--- config.mk ---
export PLATFORM = sky130hd
export DESIGN_NAME = bcd_ascii_field_serializer
export DESIGN_NICKNAME = d
export VERILOG_FILES = /design/src/rtl/bcd_ascii_field_serializer.sv
export SDC_FILE = /design/constraint.sdc
export NUM_CORES = 1
export LEC_CHECK = 0
export CAP_MARGIN = 20
export CORE_MARGIN = 2
export CORE_UTILIZATION = 40
export CTS_CLUSTER_DIAMETER = 40
export DETAILED_ROUTE_END_ITERATION = 16
export PLACE_DENSITY = 0.68
export SLEW_MARGIN = 10
export SYNTH_ARGS = -nofsm -noshare
export SYNTH_HDL_FRONTEND = slang
export SYNTH_SLANG_ARGS = --single-unit
--- constraint.sdc ---
create_clock -name axis_aclk -period 2.44 [get_ports axis_aclk]
set_input_delay 0.244 -clock axis_aclk [delete_from_list [all_inputs] [get_ports axis_aclk]]
set_output_delay 0.244 -clock axis_aclk [all_outputs]
set_load 0.005 [all_outputs]
--- src/rtl/bcd_ascii_field_serializer.sv ---
// bcd_ascii_field_serializer
// Turns one packed BCD word into an AXI-Stream run of ASCII decimal bytes,
// optionally dropping leading zeros and appending a field delimiter (FIX SOH).
// One field per input transaction, one byte per cycle when not back-pressured.

module bcd_ascii_field_serializer #(
  parameter int unsigned NUM_DIGITS  = 6,
  parameter bit          SUPPRESS_LZ = 1'b1,
  parameter bit          APPEND_TERM = 1'b1,
  parameter logic [7:0]  TERM_BYTE   = 8'h01
) (
  input  logic                    axis_aclk,
  input  logic                    axis_resetn,
  input  logic [4*NUM_DIGITS-1:0] bcd_in,
  input  logic                    in_valid,
  output logic                    in_ready,
  output logic [7:0]              out_tdata,
  output logic                    out_tvalid,
  input  logic                    out_tready,
  output logic                    out_tlast,
  output logic                    bcd_err
);

  localparam int unsigned IDX_W = (NUM_DIGITS > 1) ? $clog2(NUM_DIGITS) : 1;

  typedef enum logic [1:0] {
    IDLE = 2'd0,
    EMIT = 2'd1,
    TERM = 2'd2
  } state_e;

  state_e                  state_q,      state_d;
  logic [IDX_W-1:0]        idx_q,        idx_d;
  logic [4*NUM_DIGITS-1:0] data_q,       data_d;
  logic                    in_ready_q,   in_ready_d;
  logic                    out_tvalid_q, out_tvalid_d;
  logic [7:0]              out_tdata_q,  out_tdata_d;
  logic                    out_tlast_q,  out_tlast_d;
  logic                    bcd_err_q,    bcd_err_d;

  logic [3:0]       in_digits   [NUM_DIGITS];
  logic [3:0]       held_digits [NUM_DIGITS];
  logic [IDX_W-1:0] start_idx;
  logic [IDX_W-1:0] next_idx;
  logic             in_bad;
  logic             handshake;

  // ASCII code of one digit; anything outside 0..9 shows up as '?'.
  function automatic logic [7:0] to_ascii(input logic [3:0] d);
    return (d > 4'd9) ? 8'h3F : {4'h3, d};
  endfunction

  assign handshake = out_tvalid_q && out_tready;
  assign next_idx  = idx_q - IDX_W'(1);

  // Split the incoming and the held words into per-digit views.
  always_comb begin
    for (int i = 0; i < NUM_DIGITS; i++) begin
      in_digits[i]   = bcd_in[4*i +: 4];
      held_digits[i] = data_q[4*i +: 4];
    end
  end

  // Find the first digit to emit and flag any non-decimal digit in the new word.
  always_comb begin
    start_idx = '0;
    in_bad    = 1'b0;
    for (int i = 0; i < NUM_DIGITS; i++) begin
      if (in_digits[i] > 4'd9) begin
        in_bad = 1'b1;
      end
      // Ascending scan: the last hit is the most significant nonzero digit,
      // and an all-zero word leaves start_idx at 0 so one '0' is still sent.
      if (!SUPPRESS_LZ || (in_digits[i] != 4'd0)) begin
        start_idx = IDX_W'(i);
      end
    end
  end

  // Next-state and next-output logic for the IDLE -> EMIT -> TERM sequence.
  always_comb begin
    // NOTE: every output of this block gets a default first, so no path
    // through the case statement can leave one unassigned and infer a latch.
    state_d      = state_q;
    idx_d        = idx_q;
    data_d       = data_q;
    in_ready_d   = in_ready_q;
    out_tvalid_d = out_tvalid_q;
    out_tdata_d  = out_tdata_q;
    out_tlast_d  = out_tlast_q;
    bcd_err_d    = 1'b0;

    case (state_q)
      IDLE: begin
        if (in_valid && in_ready_q) begin
          data_d       = bcd_in;
          idx_d        = start_idx;
          state_d      = EMIT;
          in_ready_d   = 1'b0;
          out_tvalid_d = 1'b1;
          out_tdata_d  = to_ascii(in_digits[start_idx]);
          out_tlast_d  = !APPEND_TERM && (start_idx == '0);
          bcd_err_d    = in_bad;
        end
      end

      EMIT: begin
        if (handshake) begin
          if (idx_q == '0) begin
            if (APPEND_TERM) begin
              state_d     = TERM;
              out_tdata_d = TERM_BYTE;
              out_tlast_d = 1'b1;
            end else begin
              state_d      = IDLE;
              out_tvalid_d = 1'b0;
              out_tlast_d  = 1'b0;
              in_ready_d   = 1'b1;
            end
          end else begin
            idx_d       = next_idx;
            out_tdata_d = to_ascii(held_digits[next_idx]);
            out_tlast_d = !APPEND_TERM && (next_idx == '0);
          end
        end
      end

      TERM: begin
        if (handshake) begin
          state_d      = IDLE;
          out_tvalid_d = 1'b0;
          out_tlast_d  = 1'b0;
          in_ready_d   = 1'b1;
        end
      end

      default: begin
        state_d      = IDLE;
        out_tvalid_d = 1'b0;
        out_tlast_d  = 1'b0;
        in_ready_d   = 1'b1;
      end
    endcase
  end

  // State and registered outputs; reset aborts any field in flight.
  always_ff @(posedge axis_aclk or negedge axis_resetn) begin
    if (!axis_resetn) begin
      state_q      <= IDLE;
      idx_q        <= '0;
      data_q       <= '0;
      in_ready_q   <= 1'b1;
      out_tvalid_q <= 1'b0;
      out_tdata_q  <= 8'h00;
      out_tlast_q  <= 1'b0;
      bcd_err_q    <= 1'b0;
    end else begin
      // NOTE: non-blocking assignments so every flop samples the pre-edge
      // values of the others, independent of statement order.
      state_q      <= state_d;
      idx_q        <= idx_d;
      data_q       <= data_d;
      in_ready_q   <= in_ready_d;
      out_tvalid_q <= out_tvalid_d;
      out_tdata_q  <= out_tdata_d;
      out_tlast_q  <= out_tlast_d;
      bcd_err_q    <= bcd_err_d;
    end
  end

  assign in_ready   = in_ready_q;
  assign out_tvalid = out_tvalid_q;
  assign out_tdata  = out_tdata_q;
  assign out_tlast  = out_tlast_q;
  assign bcd_err    = bcd_err_q;

endmodule
-- After elaboration in Yosys (flattened, before gate mapping)
Cells that the tools add are included.
- flip-flop bits (word level): 41
- bitwise operators: 3
- equal/unequal tests: 7
- muxes and demuxes: 43
- magnitude comparators: 10
- $add $sub $neg: 1
- reductions and logical operators: 16
- operators with widths (operator ; count):
    4-bit > comparator, second input constant ; 8
    4-bit binary-select mux with 3-bit select ; 2
    4-bit 2-to-1 mux ; 6
    3-bit 2-to-1 mux ; 7
    4-bit nonzero test ; 5
    8-bit 2-to-1 mux ; 2
    8-bit case mux with 2 select lines ; 1
    1-bit 2-to-1 mux ; 15
    2-bit != test, second input constant ; 5
    1-bit case mux with 3 select lines ; 3
    3-bit AND reduction ; 3
    4-bit greater-or-equal comparator, second input constant ; 2
    2-bit 2-to-1 mux ; 4
    3-bit inverter with 4-bit output ; 2
    4-bit AND reduction ; 2
    6-bit 2-to-1 mux ; 1
    2-bit case mux with 3 select lines ; 1
    3-bit case mux with 2 select lines ; 1
    3-bit zero test ; 1
    3-bit by 1-bit subtractor with 3-bit output, second input constant ; 1
    2-bit by 1-bit == test with 1-bit output, second input constant ; 1
    2-bit == test, second input constant ; 1
    1-bit logical AND ; 2
    2-bit zero test ; 1
    other kinds (3) ; 3

-- Logic depth before layout (Yosys ltp)
- depth in word-level cells: 14
- depth in mapped cells: 9
- depth with buffers taken out: 8

-- Worst setup path after synthesis
Ideal clock, no wire load.
- path type: reg2reg
- from: register idx_q[0]
- to: register out_tdata_q[1] (netlist: out_tdata[1])
- path slack: 131 ps
- data required time: 2314 ps
- cell stages (with the launch flop): 10
- arrival: 2183 ps
- period minus slack after synthesis: 2309 ps
- cells stage by stage: dfrtp_1 buf_2 inv_1 ha_1 clkbuf_1 mux4_2 a22o_1 a21oi_1 nor2_1 a221o_1
- cells in the longest elaborated chain, start to end: 10
- elaborated cells on any way between the ends: 11
- classes of those cells: add/sub: 1; order compare: 1; mux: 7; bitwise: 1; reduce/logical: 1
- ends and longest elaborated chain (what ; RTL line ; RTL):
    start: declaration ; 33 ; logic [IDX_W-1:0] idx_q, idx_d;
    start signal: assignment ; 161 ; idx_q <= idx_d;
    3-bit by 1-bit subtractor with 3-bit output ; 54 ; assign next_idx = idx_q - IDX_W'(1);
    3-bit inverter with 4-bit output (not written as such) ; 122 ; out_tdata_d = to_ascii(held_digits[next_idx]);
    4-bit binary-select mux with 3-bit select ; 122 ;
    4-bit 2-to-1 mux (not written as such) (2 in series) ; 122 ;
    4-bit > comparator ; 50 ; return (d > 4'd9) ? 8'h3F : {4'h3, d};
    4-bit 2-to-1 mux ; 50 ;
    6-bit 2-to-1 mux * ; 109 ; if (idx_q == '0) begin
    8-bit 2-to-1 mux * ; 108 ; if (handshake) begin
    8-bit case mux with 2 select lines * ; 93 ; case (state_q)
    end signal: assignment ; 165 ; out_tdata_q <= out_tdata_d;
    end: declaration ; 37 ; logic [7:0] out_tdata_q, out_tdata_d;
Every way passes the cells marked *; elsewhere a longest branch is shown, timed or not. The select of a mux whose other input is x is not followed.
A chain may end at the register's enable or synchronous reset.

-- Worst setup path in the final report
Same ends and word-level chain as after synthesis.

==> key figures <==
Run status
  – Outcome: completed

Floorplanning
  – Chip Width: 77.8 um
  – I/O pin count: 40
  – Initial core utilization: 42.1%
  – DIE HEIGHT: 77.8 um
  – Full die area: 6050 um^2
  – Rows: 26
  – CORE AREA: 5170 um^2

STA
  – Setup Viol. Count Final: 0
  – Setup_tns: 0 ns
  – Fin crit share: 93.2%
  – Setup slack after layout: 0.165 ns
  – Fmax achieved: 0.440 GHz
  – Worst relative slew slack: 43.8%
  – Final Max Slew Viols: 0
  – RSZ-0062 raised after global routing: no
  – Min cycle time layout: 2.28 ns
  – Clock Skew: 0.0116 ns
  – Worst Tran Pin Value: 0.843 ns
  – Final Hold Viols: 0

Detailed routing
  – Vias: 1888
  – Initial DRC count: 85
  – Antenna viol nets, final: 0
  – Detailed Routing Iterations Pass 1: 4
  – Mean routed wirelength per cell: 16.2 um
  – Post-route DRC: 0
  – Via density: 5.57
  – Detailed Route WL: 5.49 mm

Critical path
  – Max FO, Critical Path: 9
  – Crit path launch type: flop
  – Crit path largest cell delay: 0.56 ns
  – CP arrival: 2.46 ns
  – WP buf/inv: 1
  – CP Class: flop to flop
  – CP Data Required Time: 2.63 ns
  – Critical path capture point type: flop
  – Slowest-stage cell, CP: ha_1
  – Worst-path cell chain: inv_1 -> ha_1 -> mux4_2 -> a22o_1 -> a21oi_1 -> nor2_1 -> a221o_1
  – Cell family with most CP delay: compound AO/OA/AOI/OAI gates

Yosys
  – Yosys reg bits: 38
  – Fraction of registers with async set/reset: 100%
  – Most frequent cell after synthesis: dfrtp_1
  – Yosys top cell area share: 42.5%
  – Yosys warning total: 0
  – Yosys cell types: 47
  – Syn avg cell area: 10.5 um^2
  – Area contributors post-synth: dfrtp_1 43%, mux2_2 12%, mux4_2 4.1%, o21ai_0 3.4%, a21oi_1 3.2%
  – Sequential area share after synthesis: 43.7%
  – Most area-hungry cell type in the Yosys netlist: dfrtp_1
  – Synthesized area: 2180 um^2
  – Top FF cell, synth: dfrtp_1
  – Commonest cells in the netlist: 37 x dfrtp_1, 24 x mux2_2, 17 x nor2_1
  – Post-synth EDFFs: 0
  – Post-synthesis cell count: 207

Placed design
  – PortBufs: 37
  – Area after DPL: 2780 um^2
  – Hpwl dp: 4.18 mm
  – Inst Count DP: 331
  – Dpl ws: 0.00162 ns
  – Routability cong.: 0.872

Layout
  – Reg area: 952 um^2
  – Post-route cell area: 2870 um^2
  – Inserted Diodes: 0
  – Area of the multi-input gates: 1160 um^2
  – Share of layout cells above drive strength 1: 26.8%
  – Fillers: 462
  – Layout area overhead: 31.8%
  – Non-Filler Instances: 339
  – Nets: 298

Global route
  – Vias in the first global route: 1895
  – Total track usage: 19.7%
  – Global Route met2 Usage: 31.2%
  – Initial antenna violation count: 0
  – Global route hottest layer: met2
  – Met1 GRT Util: 25.6%
  – Largest net degree at the start of global routing: 39
  – Met3 usage: 5.00%
  – Grt total ovfl: 0
  – First-pass GRT wire length: 9.27 mm

Hold path
  – Hold Path Class: input pin to asynchronous set/reset pin

Clocking
  – Clk root buf: clkbuf_8
  – Clock sink count: 38
  – CTS tree: built
  – Num CTS Buffers: 5
  – Clock latency on the worst-skew pair: 0.30 ns
  – Setup bufs post-CTS: 0
  – Post-CTS resize count: 0
  – Clock Tree Buf Depth: 2
  – Reg clk slew, reported paths: 0.08 ns
  – CTS Hold Bufs: 0
  – H-tree depth: 2

Pwr
  – Static Leak: 1.29 nW
  – Max VDD drop: 322 uV
  – Power per cell area: 427 nW/um^2
  – Total power: 1.23 mW

Job
  – Max Cap Viol: 0
## registers in the layout, indices dropped and copies added, names as in the netlist
register	flops
out_tlast	1
out_tdata	5
out_tvalid	1
state_q	2
data_q	24
bcd_err	1
idx_q	3
in_ready	1
## cells by family (layout without fill, tap and decap cells)
logic type | Yosys count | after routing | synth area share, %
adders and majority gates | 2 | 2 | 1.15
muxes | 32 | 32 | 18.4
DFF | 38 | 38 | 43.7
buffers and inverters | 14 | 75 | 3.10
and+or+nand+nor | 62 | 62 | 16.1
xor gates and xnor gates | 1 | 1 | 0.402
other | 1 | 2 | 0.172
AOI/OAI and AO/OA | 57 | 57 | 17.0
## cells in the final DEF (no fill, tap or decap), types with 3 or more instances in the layout
cell,instances
clkdlybuf4s50_1,36
nor2b_1,3
inv_1,4
o21a_1,4
nor2_1,16
nand3_1,5
nand2b_1,4
o21ai_1,4
mux2i_1,4
nor3_1,5
mux2_2,24
buf_4,26
a22o_1,3
a21oi_1,14
o21ai_0,15
dfrtp_1,37
mux4_2,4
nand2_1,11
o211ai_1,3
clkbuf_8,6
## worst paths after layout
| path | startpoint | to | slack [ns] | depth (start not counted) |
|---|---|---|---|---|
| worst max-delay path | idx_q[0]$_DFFE_PN0P_ | out_tdata[1]$_DFFE_PN0P_ | 0.16 | 7 |
| worst min-delay path | axis_resetn | out_tvalid$_DFFE_PN0P_ | 0.03 | 1 |
| worst max register to register | idx_q[0]$_DFFE_PN0P_ | out_tdata[1]$_DFFE_PN0P_ | 0.16 | 7 |
| worst min register to register | out_tlast$_DFFE_PN0P_ | out_tlast$_DFFE_PN0P_ | 0.47 | 2 |
| max in group asynchronous | axis_resetn | data_q[14]$_DFFE_PN0P_ | 1.85 | 1 |
| min in group axis_aclk | out_tlast$_DFFE_PN0P_ | out_tlast$_DFFE_PN0P_ | 0.47 | 2 |
## layer usage
layer	part of all wire, %	up-vias
met5	0	-
met4	2.8	0
met3	4.7	13
met2	48	56
met1	45	926
li1	-	893
## metrics by stage
| stage | util (%) | hold slack (ns) |
|---|---|---|
| after global routing | 55.5 | 0.121 |
| after CTS | 55.5 | 0.0770 |
| after floorplan | - | -0.0516 |
| final | 55.5 | 0.0291 |
| after detailed placement | 53.7 | 0.399 |
| after global placement | 53.7 | 0.396 |
## report_power, final
part           leakage (nW)  internal, mW  switching, mW
Combinational         0.729        0.0742         0.0669
Sequential            0.517         0.629              0
Clock                0.0482         0.228          0.228
## area by class of cell
| type | count | area share [%] |
|---|---|---|
| inverter | 4 | 0.523 |
| clock buffer | 7 | 3.01 |
| tap | 70 | 3.05 |
| timing repair buffer | 63 | 19.5 |
| clock inverter | 1 | 0.174 |
| multi-input combinational | 156 | 40.5 |
| sequential | 38 | 33.2 |
No activity file was read; power rests on OpenSTA's default activity.
